==> src/rtl/alu_pkg.sv <==
// Shared ALU operation encoding and helpers for the ALU controller and the execute-stage ALU.
package alu_pkg;

  localparam int unsigned ALU_OP_W = 4;

  typedef enum logic [ALU_OP_W-1:0] {
    ALU_ADD       = 4'd0,
    ALU_SUB       = 4'd1,
    ALU_AND       = 4'd2,
    ALU_OR        = 4'd3,
    ALU_XOR       = 4'd4,
    ALU_U_LOW_EQ  = 4'd5,
    ALU_S_LOW_EQ  = 4'd6,
    ALU_U_HIGH_EQ = 4'd7,
    ALU_S_HIGH_EQ = 4'd8,
    ALU_U_LOWER   = 4'd9,
    ALU_S_LOWER   = 4'd10,
    ALU_U_HIGHER  = 4'd11,
    ALU_S_HIGHER  = 4'd12,
    ALU_SLL       = 4'd13,
    ALU_SRL       = 4'd14,
    ALU_ILLEGAL   = 4'd15
  } alu_op_e;

  typedef enum logic [1:0] {
    ST_IDLE  = 2'd0,
    ST_SHIFT = 2'd1,
    ST_DONE  = 2'd2
  } alu_state_e;

  function automatic logic is_shift(alu_op_e op);
    return (op == ALU_SLL) || (op == ALU_SRL);
  endfunction

endpackage

==> src/rtl/alu_exec_unit_if.sv <==
// Operand/result valid-ready bus between the operand-mux stage and the execute ALU.
interface alu_exec_unit_if #(
  parameter int unsigned XLEN = 32
) ();

  logic               in_valid;
  logic               in_ready;
  alu_pkg::alu_op_e   alu_op;
  logic [XLEN-1:0]    op_a;
  logic [XLEN-1:0]    op_b;
  logic               out_valid;
  logic               out_ready;
  logic [XLEN-1:0]    result;
  logic               zero;
  logic               illegal;

  modport master (
    output in_valid, alu_op, op_a, op_b, out_ready,
    input  in_ready, out_valid, result, zero, illegal
  );

  modport slave (
    input  in_valid, alu_op, op_a, op_b, out_ready,
    output in_ready, out_valid, result, zero, illegal
  );

endinterface

==> src/rtl/alu_serial_shifter.sv <==
// Iterative logical shifter: one bit per cycle, direction and amount latched on load.
module alu_serial_shifter #(
  parameter int unsigned XLEN = 32,
  parameter int unsigned SHW  = $clog2(XLEN)
) (
  input  logic            clk,
  input  logic            rst_n,
  input  logic            load,
  input  logic            dir_right,
  input  logic [SHW-1:0]  amount,
  input  logic [XLEN-1:0] data_in,
  output logic            busy,
  output logic            done_c,
  output logic [XLEN-1:0] data_out
);

  logic [XLEN-1:0] data_q;
  logic [SHW-1:0]  cnt_q;
  logic            busy_q;
  logic            dir_q;

  // Counter runs down from the requested amount; done is flagged once it hits zero.
  always_ff @(posedge clk or negedge rst_n) begin
    if (!rst_n) begin
      data_q <= '0;
      cnt_q  <= '0;
      busy_q <= 1'b0;
      dir_q  <= 1'b0;
    end else if (load) begin
      data_q <= data_in;
      cnt_q  <= amount;
      busy_q <= 1'b1;
      dir_q  <= dir_right;
    end else if (busy_q) begin
      if (cnt_q == '0) begin
        busy_q <= 1'b0;
      end else begin
        data_q <= dir_q ? (data_q >> 1) : (data_q << 1);
        cnt_q  <= cnt_q - SHW'(1);
      end
    end
  end

  assign busy     = busy_q;
  assign done_c   = busy_q && (cnt_q == '0);
  assign data_out = data_q;

endmodule

==> src/rtl/alu_exec_unit.sv <==
// Execute-stage ALU: single-cycle logic/arith/compare, iterative shifts, valid/ready in and out.
module alu_exec_unit
  import alu_pkg::*;
#(
  parameter int unsigned XLEN = 32
) (
  input  logic                  clk,
  input  logic                  rst_n,
  alu_exec_unit_if.slave        bus
);

  localparam int unsigned SHW = $clog2(XLEN);

  alu_state_e      state_q, state_d;
  logic            out_valid_q, out_valid_d;
  logic [XLEN-1:0] result_q, result_d;
  logic            zero_q, zero_d;
  logic            illegal_q, illegal_d;

  logic            accept_c;
  logic            sh_load_c;
  logic            sh_busy;
  logic            sh_done_c;
  logic [XLEN-1:0] sh_data;
  logic [XLEN-1:0] alu_res_c;

  // Held low during reset so nothing is accepted before the unit is live.
  assign bus.in_ready = rst_n && ((state_q == ST_IDLE) || ((state_q == ST_DONE) && bus.out_ready));
  assign accept_c     = bus.in_valid && bus.in_ready;
  assign sh_load_c    = accept_c && is_shift(bus.alu_op);

  alu_serial_shifter #(.XLEN(XLEN), .SHW(SHW)) u_shifter (
    .clk       (clk),
    .rst_n     (rst_n),
    .load      (sh_load_c),
    .dir_right (bus.alu_op == ALU_SRL),
    .amount    (bus.op_b[SHW-1:0]),
    .data_in   (bus.op_a),
    .busy      (sh_busy),
    .done_c    (sh_done_c),
    .data_out  (sh_data)
  );

  // Single-cycle datapath; the illegal code falls to the zero default.
  always_comb begin
    alu_res_c = '0;
    case (bus.alu_op)
      ALU_ADD:       alu_res_c = bus.op_a + bus.op_b;
      ALU_SUB:       alu_res_c = bus.op_a - bus.op_b;
      ALU_AND:       alu_res_c = bus.op_a & bus.op_b;
      ALU_OR:        alu_res_c = bus.op_a | bus.op_b;
      ALU_XOR:       alu_res_c = bus.op_a ^ bus.op_b;
      ALU_U_LOW_EQ:  alu_res_c = XLEN'(bus.op_a <= bus.op_b);
      ALU_S_LOW_EQ:  alu_res_c = XLEN'($signed(bus.op_a) <= $signed(bus.op_b));
      ALU_U_HIGH_EQ: alu_res_c = XLEN'(bus.op_a >= bus.op_b);
      ALU_S_HIGH_EQ: alu_res_c = XLEN'($signed(bus.op_a) >= $signed(bus.op_b));
      ALU_U_LOWER:   alu_res_c = XLEN'(bus.op_a < bus.op_b);
      ALU_S_LOWER:   alu_res_c = XLEN'($signed(bus.op_a) < $signed(bus.op_b));
      ALU_U_HIGHER:  alu_res_c = XLEN'(bus.op_a > bus.op_b);
      ALU_S_HIGHER:  alu_res_c = XLEN'($signed(bus.op_a) > $signed(bus.op_b));
      default:       alu_res_c = '0;
    endcase
  end

  // Next-state and output-register values; results only change on accept or shift completion.
  always_comb begin
    state_d     = state_q;
    out_valid_d = out_valid_q;
    result_d    = result_q;
    zero_d      = zero_q;
    illegal_d   = illegal_q;
    case (state_q)
      ST_IDLE, ST_DONE: begin
        if ((state_q == ST_DONE) && bus.out_ready) begin
          out_valid_d = 1'b0;
          state_d     = ST_IDLE;
        end
        if (accept_c) begin
          if (is_shift(bus.alu_op)) begin
            state_d     = ST_SHIFT;
            out_valid_d = 1'b0;
          end else begin
            state_d     = ST_DONE;
            out_valid_d = 1'b1;
            result_d    = alu_res_c;
            zero_d      = (alu_res_c == '0);
            illegal_d   = (bus.alu_op == ALU_ILLEGAL);
          end
        end
      end
      ST_SHIFT: begin
        if (sh_done_c) begin
          state_d     = ST_DONE;
          out_valid_d = 1'b1;
          result_d    = sh_data;
          zero_d      = (sh_data == '0);
          illegal_d   = 1'b0;
        end
      end
      default: begin
        state_d     = ST_IDLE;
        out_valid_d = 1'b0;
      end
    endcase
  end

  always_ff @(posedge clk or negedge rst_n) begin
    if (!rst_n) begin
      state_q     <= ST_IDLE;
      out_valid_q <= 1'b0;
      result_q    <= '0;
      zero_q      <= 1'b0;
      illegal_q   <= 1'b0;
    end else begin
      state_q     <= state_d;
      out_valid_q <= out_valid_d;
      result_q    <= result_d;
      zero_q      <= zero_d;
      illegal_q   <= illegal_d;
    end
  end

  assign bus.out_valid = out_valid_q;
  assign bus.result    = result_q;
  assign bus.zero      = zero_q;
  assign bus.illegal   = illegal_q;

endmodule

==> src/flat_wrapper.sv <==
// flat-port wrapper written by rule: the top's interface ports become plain ports
module alu_exec_unit_flat import alu_pkg::*;
#(
  parameter int unsigned XLEN = 32
)
  (clk, rst_n, bus_in_valid, bus_alu_op, bus_op_a, bus_op_b, bus_out_ready, bus_in_ready, bus_out_valid, bus_result, bus_zero, bus_illegal);
  alu_exec_unit_if #(.XLEN(XLEN)) bus_i ();
  input  logic clk;
  input  logic rst_n;
  input wire logic [$bits(bus_i.in_valid)-1:0] bus_in_valid;
  input wire logic [$bits(bus_i.alu_op)-1:0] bus_alu_op;
  input wire logic [$bits(bus_i.op_a)-1:0] bus_op_a;
  input wire logic [$bits(bus_i.op_b)-1:0] bus_op_b;
  input wire logic [$bits(bus_i.out_ready)-1:0] bus_out_ready;
  output wire logic [$bits(bus_i.in_ready)-1:0] bus_in_ready;
  output wire logic [$bits(bus_i.out_valid)-1:0] bus_out_valid;
  output wire logic [$bits(bus_i.result)-1:0] bus_result;
  output wire logic [$bits(bus_i.zero)-1:0] bus_zero;
  output wire logic [$bits(bus_i.illegal)-1:0] bus_illegal;
  assign bus_i.in_valid = bus_in_valid;
  assign bus_i.alu_op = bus_alu_op;
  assign bus_i.op_a = bus_op_a;
  assign bus_i.op_b = bus_op_b;
  assign bus_i.out_ready = bus_out_ready;
  assign bus_in_ready = bus_i.in_ready;
  assign bus_out_valid = bus_i.out_valid;
  assign bus_result = bus_i.result;
  assign bus_zero = bus_i.zero;
  assign bus_illegal = bus_i.illegal;
  alu_exec_unit #(.XLEN(XLEN)) u_core (.clk(clk), .rst_n(rst_n), .bus(bus_i));
endmodule
==> config.mk <==
export PLATFORM = sky130hd
export DESIGN_NAME = alu_exec_unit_flat
export DESIGN_NICKNAME = d
export VERILOG_FILES = /design/src/rtl/alu_pkg.sv /design/src/rtl/alu_exec_unit_if.sv /design/src/rtl/alu_serial_shifter.sv /design/src/rtl/alu_exec_unit.sv /design/src/flat_wrapper.sv
export SDC_FILE = /design/constraint.sdc
export NUM_CORES = 1
export LEC_CHECK = 0
export ABC_CLOCK_PERIOD_IN_PS = 2550
export CORE_MARGIN = 2
export CORE_UTILIZATION = 53
export DETAILED_ROUTE_END_ITERATION = 8
export GPL_ROUTABILITY_DRIVEN = 0
export PLACE_DENSITY = 0.79
export SYNTH_ARGS = -nofsm -noshare
export SYNTH_HDL_FRONTEND = slang
export SYNTH_SLANG_ARGS = --single-unit
export TNS_END_PERCENT = 20
==> constraint.sdc <==
create_clock -name clk -period 2.55 [get_ports clk]
set_input_delay 0.51 -clock clk [delete_from_list [all_inputs] [get_ports clk]]
set_output_delay 0.51 -clock clk [all_outputs]
set_load 0.02 [all_outputs]
==> results of run 1 <==
## cells by family after synthesis
logic type	Yosys count
AO/OA/AOI/OAI	466
adder cells (fa/ha/maj)	100
XOR/XNOR	8
buffers and inverters	187
flip-flops	75
AND/OR/NAND/NOR	469
multiplexers	51
## layer usage
metal	track usage	GRT overflow
met5	0.04762	0
met3	0.3166	0
met4	0.5933	4
met2	0.8053	0
met1	0.5889	0
## stage by stage
stage	hold slack (ps)	instances	setup slack (ps)	setup TNS [ps]
2_1_floorplan	214.4	1356	-1108	-8824
3_3_place_gp	479.1	2039	-1848	-39670
3_5_place_dp	495.6	2039	-1953	-44110
4_1_cts	479.0	2083	-1501	-16970
## what timing repair did
action	CTS
setup buffers	30
resized for setup	271
pin swaps	70
setup endpoints to repair	33
==> reports/results.ini, run 1 <==
[status]
status = aborted with a tool error
haltStage = global routing
first-error = [ERROR GRT-0116] Global routing finished with congestion. Check the congestion regions in the DRC Viewer.

[clock_network]
cts-hold-fix-buffers = 0
root_buffer = clkbuf_16
clock_path_buffers = 2
clock-sinks = 75
cts.htree.levels = 3
cts_buffers = 9

[floorplan]
die_width_um = 139.1
std_cell_rows = 49
ios = 108
die_h_um = 139.1
start_util = 0.5400

[synthesis]
netlist_area_um2 = 9668
syn_inst = 1356
yosys_most_used_dff = dfrtp_1
synth_xor_area_frac = 0.007247
synthArstFlopShare = 1.000
yosysMostFrequentCell = nor2_1
muxShareOfSynthArea = 0.05371
yosys_register_bits = 75
synth_compound_gate_area_share = 0.3102
synth.top_cells.by_count = 150 x nor2_1, 146 x a21oi_1, 128 x nand2_1, 101 x o21ai_0, 100 x inv_1
yosys.area_share.simple = 0.2309
yosys.area.top_type = dfrtp_1
synthAdderAreaFrac = 0.1310
syn_avg_cell_area_um2 = 7.130
synth_cell_types = 78
synth_nets = 1528
synth_top_family_by_area = compound AO/OA/AOI/OAI gates
synth_top_cell_area_share = 0.1941
synth_warnings = 0
seq_area_frac_synth = 0.1941
synthTopCellsByArea = dfrtp_1 19%, ha_1 13%, a21oi_1 7.6%
synth_edf_count = 0

[place]
hpwl_mm = 32.20
io_buffers = 107
post_dp_cell_area_um2 = 14130

[global_route]
grt_pass1_wl_mm = 87.93
grt_usage = 0.5771
grt_overflow = 4
grt_max_degree = 76
grt_pass1_vias = 16470

==> inputs of run 2 (changes only) <==
ABC_CLOCK_PERIOD_IN_PS = 3310   (was 2550)
CORE_UTILIZATION = 40   (was 53)
PLACE_DENSITY = unset   (was 0.79)
PLACE_DENSITY_LB_ADDON = 0.15   (was unset)
clock period = 3.31 ns   (was 2.55 ns; I/O delays follow)
==> run 2 against run 1 <==
  * The flow now finishes, with violations (negative setup slack)
  * Synthesized cell count did not move
  * Synthesized area did not move
==> reports/results.ini, run 2 <==
[place]
hpwl_mm = 32.23  ; about the same
io_buffers = 107  ; unchanged

[synthesis]
netlist_area_um2 = 9668  ; unchanged
synth_nets = 1528  ; unchanged
synthArstFlopShare = 1.000  ; unchanged
synthTopCellsByArea = dfrtp_1 19%, ha_1 13%, a21oi_1 7.6%
syn_inst = 1356  ; unchanged
synth_cell_types = 78  ; unchanged
yosys_most_used_dff = dfrtp_1
seq_area_frac_synth = 0.1941  ; unchanged
synth_top_cell_area_share = 0.1941  ; unchanged
yosys.area.top_type = dfrtp_1
synth_warnings = 0  ; unchanged
yosysMostFrequentCell = nor2_1
synth_edf_count = 0  ; unchanged
synth.top_cells.by_count = 150 x nor2_1, 146 x a21oi_1, 128 x nand2_1, 101 x o21ai_0, 100 x inv_1
yosys_register_bits = 75  ; unchanged
syn_avg_cell_area_um2 = 7.130  ; unchanged

[status]
violations = negative setup slack
status = finished, violations left

[worst_hold_path]
whs_endpoint = u_core.bus.result[31]$_DFFE_PN0P_
holdPathStages = 1
hp-start = u_core.bus.result[31]$_DFFE_PN0P_
holdCritPathClass = flop to flop

[critical_path]
required_ps = 3550
crit_arrival_ps = 4160
path_delay_family = compound AO/OA/AOI/OAI gates
cp_max_fo = 4
path_cells = buf_6 -> inv_4 -> buf_4 -> fa_2 -> nor2b_4 -> o311ai_4 -> a21oi_2 -> a2111o_1 -> a211o_1 -> buf_6 -> buf_6 -> mux2i_1 -> o2111a_1 -> or4_4 -> nor4_4 -> nand4_1 -> o31ai_2
start_kind = primary input
crit_buf_inv = 5
cp_slowest_cell = or4_4
crit_start = bus_op_b[1]
critical_path_depth = 17
reg2reg_to = u_core.bus.zero$_DFFE_PN0P_
slowest_delay_ps = 460
crit_type = primary input to flop
endpoint_kind = flop
crit_path_frequent_cell = buf_6
rrSetupSlack_ps = 160
r2r_start = u_core.u_shifter.cnt_q[0]$_DFFE_PN0P_
ff2ff_path_depth = 13

[routing]
vias_per_cell = 5.836
postRouteAntennaNets = 0
first_iter_violations = 980
vias = 12640
drc = 0
first_pass_iters = 5
wl_mm = 42.15
wire_per_inst_um = 19.47

[power_and_ir_drop]
clkPwrFrac = 0.149
power_density_nw_per_um2 = 381.8
power.leakage_nw = 7.545
vdd_drop_max_mv = 0.3979
switchingPower_mw = 2.597
p_total_mw = 6.026
comb_power_share = 0.579
p_int_mw = 3.429
seq_power_share = 0.272
swShare = 0.4309

[global_route]
grt_usage = 0.3128
grt_pass1_vias = 12210
met3_usage = 0.05105
antenna_found_initial = 0
grt_max_degree = 77
grt_pass1_wl_mm = 64.16
grt_overflow = 0
grt_busiest_layer = met2
grt_use_met2 = 0.5110
met1_usage = 0.3952

[floorplan]
die_width_um = 159.5  ; +15%
ios = 108  ; unchanged
std_cell_rows = 56  ; +14%
die_h_um = 159.5  ; +15%
start_util = 0.4094  ; -0.1306
die_area_um2 = 25430
core-area_um2 = 23610

[cells_and_area]
fill_cells = 1992
final_nets = 2013
area_growth_pct = 63.25
antennaDiodeCount = 0
layout_commonest_cell = buf_4
layout_common_cells = 424 x buf_4, 144 x nor2_1, 129 x a21oi_1, 124 x nand2_1, 84 x o21ai_0
drive_above_1_share = 0.3667

[timing]
slew_violations = 0
setup_viol = 10
layout_setup_ws_ps = -614.2
relSlewSlack = 0.3695
finalCriticalPeriod_ps = 3924
worstMarginPinSlew_ps = 945.7
finalSetupTns_ps = -2465
holdWs_ps = 494.2
rsz0062_at_grt = yes
timing.fmax_mhz = 254.8
skew_ps = 7.027
hold_viol_final = 0
fin_crit_sh = 1.186

[clock_network]
cts_buffers = 9  ; unchanged
clkTransAtPathRegs_ps = 60
cts_tree = done
root_buffer = clkbuf_16
cts.htree.levels = 3  ; unchanged
clock_path_buffers = 2  ; unchanged
clock-sinks = 75  ; unchanged
clk_latency_ps = 330

[job]
cap_violations = 0

run 2: metal layers:
layer	up-vias	share of wire
li1	5902	-
met1	5889	0.40
met2	684	0.46
met3	160	0.079
met4	0	0.065
met5	-	0
run 2: final cells by class:
type	instances	area [um2]	area share
inverters	105	399.1	0.02529
flip-flops and latches	75	1877	0.1189
clock buffers	12	246.5	0.01562
clock inverters	4	26.28	0.001665
well taps	319	399.1	0.02529
repair buffers	556	4587	0.2906
multi-input cells	1094	8248	0.5226
run 2: what timing repair did:
item	CTS	global route
gates resized for setup	109	225
hold buffers	0	0
setup buffers	12	19
pin swaps	18	86
endpoints found under the setup margin	28	27
run 2: how the worst max path moves through the flow:
stage                                  end  slack, ps
2_1_floorplan  u_core.bus.zero$_DFFE_PN0P_       -530
3_3_place_gp   u_core.bus.zero$_DFFE_PN0P_      -1660
3_5_place_dp   u_core.bus.zero$_DFFE_PN0P_      -1700
4_1_cts        u_core.bus.zero$_DFFE_PN0P_       -840
5_1_grt        u_core.bus.zero$_DFFE_PN0P_       -690
6_report       u_core.bus.zero$_DFFE_PN0P_       -610
run 2: power groups by stage:
stage	sequential, mW	clock (mW)	combinational (mW)
global placement	1.62	0	3.06
CTS	1.62	0.905	3.21
detailed placement	1.62	0	3.11
floorplan	1.68	0	1.53
finish	1.64	0.898	3.49
global route	1.68	0.950	3.78
run 2: kinds of logic after synthesis:
kind of cell | share of synthesized area
fa+ha+maj | 0.1310
compound gates | 0.3102
xor+xnor | 0.007248
buf+inv | 0.07286
mux | 0.05371
simple gates | 0.2309
flops | 0.1941
run 2: per-stage QoR:
step / std cells / util / worst slack, ps / cell area (um2)
after floorplan: 1356 / - / -530.6 / 9694
after CTS: 2146 / 0.6249 / -837.7 / 14760
after global placement: 2118 / 0.5955 / -1665 / 14060
final: 2165 / 0.6684 / -614.2 / 15780
after detailed placement: 2118 / 0.5955 / -1703 / 14060
after global routing: 2165 / 0.6684 / -690.5 / 15780
Power figures use the tool's default switching activity.
